--- src/rtl/cpu_pkg.sv ---
// Shared CPU front-end definitions: default fetch geometry and the PC/instruction types.
package cpu_pkg;

    localparam int ADDR_W   = 5;
    localparam int DATA_W   = 32;
    localparam int RESET_PC = 0;

    typedef logic [ADDR_W-1:0] pc_t;
    typedef logic [DATA_W-1:0] instr_t;

endpackage

--- src/rtl/fetch_buf.sv ---
// Two-entry in-order instruction buffer; the head entry drives the consumer from registers.
module fetch_buf
    import cpu_pkg::*;
#(
    parameter int AW = cpu_pkg::ADDR_W,
    parameter int DW = cpu_pkg::DATA_W
) (
    input  logic          clk,
    input  logic          reset,
    input  logic          i_push,
    input  logic [DW-1:0] i_push_data,
    input  logic [AW-1:0] i_push_pc,
    input  logic          i_pop,
    input  logic          i_flush,
    output logic [1:0]    o_count,
    output logic          o_head_valid,
    output logic [DW-1:0] o_head_data,
    output logic [AW-1:0] o_head_pc
);

    logic [1:0]    r_count;
    logic [DW-1:0] r_data0, r_data1;
    logic [AW-1:0] r_pc0, r_pc1;

    always_ff @(posedge clk) begin
        if (reset) begin
            r_count <= 2'd0;
            r_data0 <= '0;
            r_data1 <= '0;
            r_pc0   <= '0;
            r_pc1   <= '0;
        end else if (i_flush) begin
            r_count <= 2'd0;
        end else begin
            case ({i_push, i_pop})
                2'b10: begin
                    if (r_count == 2'd0) begin
                        r_data0 <= i_push_data;
                        r_pc0   <= i_push_pc;
                        r_count <= 2'd1;
                    end else if (r_count == 2'd1) begin
                        r_data1 <= i_push_data;
                        r_pc1   <= i_push_pc;
                        r_count <= 2'd2;
                    end
                end
                2'b01: begin
                    r_data0 <= r_data1;
                    r_pc0   <= r_pc1;
                    r_count <= r_count - 2'd1;
                end
                2'b11: begin
                    // Occupancy is unchanged; the new word lands behind whatever survives the pop.
                    if (r_count == 2'd1) begin
                        r_data0 <= i_push_data;
                        r_pc0   <= i_push_pc;
                    end else begin
                        r_data0 <= r_data1;
                        r_pc0   <= r_pc1;
                        r_data1 <= i_push_data;
                        r_pc1   <= i_push_pc;
                    end
                end
                default: ;
            endcase
        end
    end

    assign o_count      = r_count;
    assign o_head_valid = (r_count != 2'd0);
    assign o_head_data  = r_data0;
    assign o_head_pc    = r_pc0;

endmodule

--- src/rtl/instr_fetch.sv ---
// Instruction fetch: issues synchronous ROM reads, tags responses with their PC and
// queues them for a valid/ready consumer; redirects flush everything younger.
module instr_fetch
    import cpu_pkg::*;
#(
    parameter int ADDR_W   = cpu_pkg::ADDR_W,
    parameter int DATA_W   = cpu_pkg::DATA_W,
    parameter int RESET_PC = cpu_pkg::RESET_PC
) (
    input  logic              clk,
    input  logic              reset,
    input  logic              fetch_en,
    output logic              rom_ce,
    output logic              rom_oce,
    output logic [ADDR_W-1:0] rom_ad,
    input  logic [DATA_W-1:0] rom_dout,
    input  logic              redirect_valid,
    input  logic [ADDR_W-1:0] redirect_pc,
    output logic              ins_valid,
    input  logic              ins_ready,
    output logic [DATA_W-1:0] ins_data,
    output logic [ADDR_W-1:0] ins_pc
);

    localparam logic [ADDR_W-1:0] RST_PC = ADDR_W'(RESET_PC);
    localparam logic [ADDR_W-1:0] PC_ONE = {{(ADDR_W-1){1'b0}}, 1'b1};

    // Handshake: an instruction moves when ins_valid && ins_ready on a rising edge;
    // while ins_valid is high and ins_ready low the head entry is held unchanged.

    logic [ADDR_W-1:0] r_pc;
    logic              r_inflight;
    logic [ADDR_W-1:0] r_tag;

    logic [1:0]        w_count;
    logic              w_head_valid;
    logic [DATA_W-1:0] w_head_data;
    logic [ADDR_W-1:0] w_head_pc;
    logic              w_pop;
    logic              w_push;
    logic [2:0]        w_occ;
    logic              w_space;
    logic              w_issue;

    assign w_pop   = w_head_valid & ins_ready;
    assign w_occ   = {1'b0, w_count} + {2'b00, r_inflight} - {2'b00, w_pop};
    assign w_space = (w_occ < 3'd2);
    assign w_issue = fetch_en & ~redirect_valid & ~reset & w_space;
    // A response returning during a redirect belongs to the abandoned path.
    assign w_push  = r_inflight & ~redirect_valid;

    always_ff @(posedge clk) begin
        if (reset) begin
            r_pc       <= RST_PC;
            r_inflight <= 1'b0;
            r_tag      <= '0;
        end else if (redirect_valid) begin
            r_pc       <= redirect_pc;
            r_inflight <= 1'b0;
        end else begin
            r_inflight <= w_issue;
            if (w_issue) begin
                r_pc  <= r_pc + PC_ONE;
                r_tag <= r_pc;
            end
        end
    end

    fetch_buf #(
        .AW (ADDR_W),
        .DW (DATA_W)
    ) u_buf (
        .clk          (clk),
        .reset        (reset),
        .i_push       (w_push),
        .i_push_data  (rom_dout),
        .i_push_pc    (r_tag),
        .i_pop        (w_pop),
        .i_flush      (redirect_valid),
        .o_count      (w_count),
        .o_head_valid (w_head_valid),
        .o_head_data  (w_head_data),
        .o_head_pc    (w_head_pc)
    );

    assign rom_ce    = w_issue;
    assign rom_oce   = 1'b1;
    assign rom_ad    = reset ? RST_PC : r_pc;
    assign ins_valid = w_head_valid;
    assign ins_data  = w_head_data;
    assign ins_pc    = w_head_pc;

endmodule
--- config.mk ---
export PLATFORM = sky130hd
export DESIGN_NAME = instr_fetch
export DESIGN_NICKNAME = d
export VERILOG_FILES = /design/src/rtl/cpu_pkg.sv /design/src/rtl/fetch_buf.sv /design/src/rtl/instr_fetch.sv
export SDC_FILE = /design/constraint.sdc
export NUM_CORES = 1
export LEC_CHECK = 0
export BUFFER_PORTS_ARGS = -buffer_cell sky130_fd_sc_hd__clkbuf_2
export CAP_MARGIN = 5
export CORE_MARGIN = 4
export CORE_UTILIZATION = 30
export CTS_CLUSTER_DIAMETER = 50
export DETAILED_ROUTE_END_ITERATION = 8
export PLACE_DENSITY_LB_ADDON = 0.12
export SYNTH_ARGS = -nofsm -noshare
export SYNTH_HDL_FRONTEND = slang
export SYNTH_SLANG_ARGS = --single-unit
--- constraint.sdc ---
create_clock -name clk -period 7.4 [get_ports clk]
set_input_delay 0.74 -clock clk [delete_from_list [all_inputs] [get_ports clk]]
set_output_delay 0.74 -clock clk [all_outputs]
set_load 0.01 [all_outputs]
==> flow_summary.toml <==
[floorplanning]
die_height_um = 127
die_area_um2 = 16100
ios = 87
start_util = 0.306
coreArea_um2 = 13900
rows = 43
die_x_um = 127

[cts]
cts_buffers = 9
cts_buffer_depth = 2
cts_resized = 0
cts_tree = "built"
cts.sinks = 87
cts_max_level = 3
clk_pin_slew_worst_paths_ns = 0.06
cts_hold_buffers = 0
clk_latency_ns = 0.34
clk_root_buffer_cell = "clkbuf_16"
post_cts.repair.setup_buffers = 0

[timing]
finalCriticalPeriod_ns = 4.10
worstMarginPinSlew_ns = 1.20
max_slew_margin = 0.201
clock_skew_ns = 0.00449
drv_slew = 0
fmax_mhz = 244
setup-tns-final_ns = 0
layout_setup_ws_ns = 3.30
finalHoldViolCount = 0
finalCritPeriodShare = 0.554
setup_viol = 0
rsz0062_at_grt = "no"

[placement]
port-buffer-count = 85
place_ws_ns = 3.65
placed_cell_area_um2 = 4750
place_inst = 724
routabilityCongestion = 0.749
hpwl_um = 7520

[critical_path]
required_ns = 6.66
cp-end-kind = "output port"
path_max_fanout = 19
crit_type = "register to output port"
worstPathArrival_ns = 3.36
r2r_setup_slack_ns = 4.13
start_kind = "register"

[synth]
yosys_register_bits = 87
synth_edf_count = 0
yosysUniqueCellTypes = 42
postSynthCellCount = 498
synth-main-ff-cell = "dfxtp_1"
synth_warnings = 0
synth_fp_nets = 544
avgSynthCellArea_um2 = 8.53
async_flop_share = 0
netlist_area_um2 = 4250
ys_seq_area_frac = 0.410

[grt]
grt_pass1_wl_um = 19800
grt_util_all_layers = 0.152
antenna_found_initial = 0
grt-ovfl-total = 0
grt_pass1_vias = 3693
grt_max_degree = 62

[finish]
num_antenna_cells = 0
drive_gt1_frac = 0.247
stdcell_area_um2 = 5020
final_cells = 739
area_delta_synth_final_pct = 18.2
fin_util = 0.362
final_nets = 601

[drt]
wire_per_inst_um = 16.6
drt_wl_total_um = 12200
vias_per_cell = 5.20
final_antenna_net_count = 0
remaining_drc_errors = 0
drt-initial-drc-count = 190
firstDrtPassIters = 4
vias = 3845

[job]
max_cap_violations = 0

[min_path]
hold_class = "register to register"

[power]
ir_worst_vdd_mv = 0.105
p_per_area_nw_per_um2 = 201
p_leak_nw = 1.77

[run_status]
status = "complete, no violations"
cell type report:
type                            instances  area [um^2]
Sequential cell                        87         1740
Tap cell                              180          225
Timing Repair Buffer                   90          463
Clock inverter                          3         20.0
Inverter                                9         33.8
Multi-Input combinational cell        358         2290
Fill cell                            1478         8860
Clock buffer                           12          246
routing by layer:
metal / vias to the layer above / GRT usage / part of all wire
met1: 1835 / 0.205 / 0.48
li1: 1915 / - / -
met4: 0 / 0.0334 / 0.0081
met5: - / 0 / 0
met3: 7 / 0.0431 / 0.050
met2: 88 / 0.243 / 0.46
worst paths after layout:
kind / end / start / cells after the start
hold / removal: u_buf.o_head_pc[3] / u_buf.o_head_pc[3] / 1
hold reg to reg: u_buf.o_head_pc[3] / u_buf.o_head_pc[3] / 1
setup / recovery: rom_ce / u_buf.o_count[0] / 9
setup reg to reg: r_pc[0] / u_buf.o_count[0] / 10
registers in the layout, indices dropped and copies added (netlist names):
name	flops
r_pc	5
u_buf.r_pc1	5
u_buf.o_count	2
r_inflight	1
r_tag	5
u_buf.o_head_pc	5
u_buf.o_head_data	32
u_buf.r_data1	32
cells in the final DEF, fill, tap and decap left out, types with 9 or more instances in the layout:
master     count
nand2_1       88
dfxtp_1       86
clkbuf_2      85
a21oi_1       69
mux2_2        27
o221ai_1      25
o2bb2ai_1     25
nor2_1        19
o21ai_0       14
mux2i_1       11
clkbuf_16      9
critical path, stage by stage (launching register included):
cell      delay, ns
dfxtp_1        0.40
inv_1          0.10
ha_1           0.47
nand2b_1       0.36
nor2_1         0.22
o21ai_0        0.15
fa_1           0.56
nand2_1        0.15
nor3_4         0.38
clkbuf_2       0.21
per-stage QoR:
step | power (mW) | hold slack (ns)
6_report | 1.01 | 0.455
5_1_grt | 1.06 | 0.477
4_1_cts | 1.03 | 0.459
3_5_place_dp | 0.596 | 0.445
3_3_place_gp | 0.594 | 0.445
2_1_floorplan | 0.556 | 0.436
synth_stat cells, drive strengths merged, types with 2 or more instances:
library cell  number  area share
inv                8      0.0071
o22ai              3      0.0044
o211ai             4      0.0071
xnor2              4      0.0082
mux2i             11       0.026
a21o               4      0.0071
nand2             88       0.078
mux2              27       0.072
a2111oi            3      0.0062
nor2              21       0.019
clkbuf            20       0.018
nand3b             5      0.0088
a311oi             2      0.0041
a21oi             70       0.083
or3                2      0.0029
a221oi             7       0.014
o2bb2ai           25       0.052
nor2b              9       0.013
o21ai             14       0.016
nand2b             2      0.0029
a211oi             4      0.0071
nand3              4      0.0047
a22o               3      0.0062
ha                 3      0.0088
buf               24       0.028
o221ai            25       0.052
nor3               9       0.016
dfxtp             87        0.41
power breakdown:
| group | leakage [nW] | internal, mW | switching, mW |
|---|---|---|---|
| Sequential | 0.703 | 0.476 | 0.0115 |
| Clock | 0.125 | 0.235 | 0.189 |
| Combinational | 0.942 | 0.0372 | 0.0592 |
| Total | 1.77 | 0.748 | 0.260 |
cells by family after synthesis:
family / synth area share
XOR/XNOR: 0.0103
AND/OR/NAND/NOR: 0.150
multiplexers: 0.0975
AO/OA/AOI/OAI: 0.265
flip-flops: 0.410
buffers and inverters: 0.0536
adder cells (fa/ha/maj): 0.0135
other: 0.000883
(Power assumes the default switching activity.)
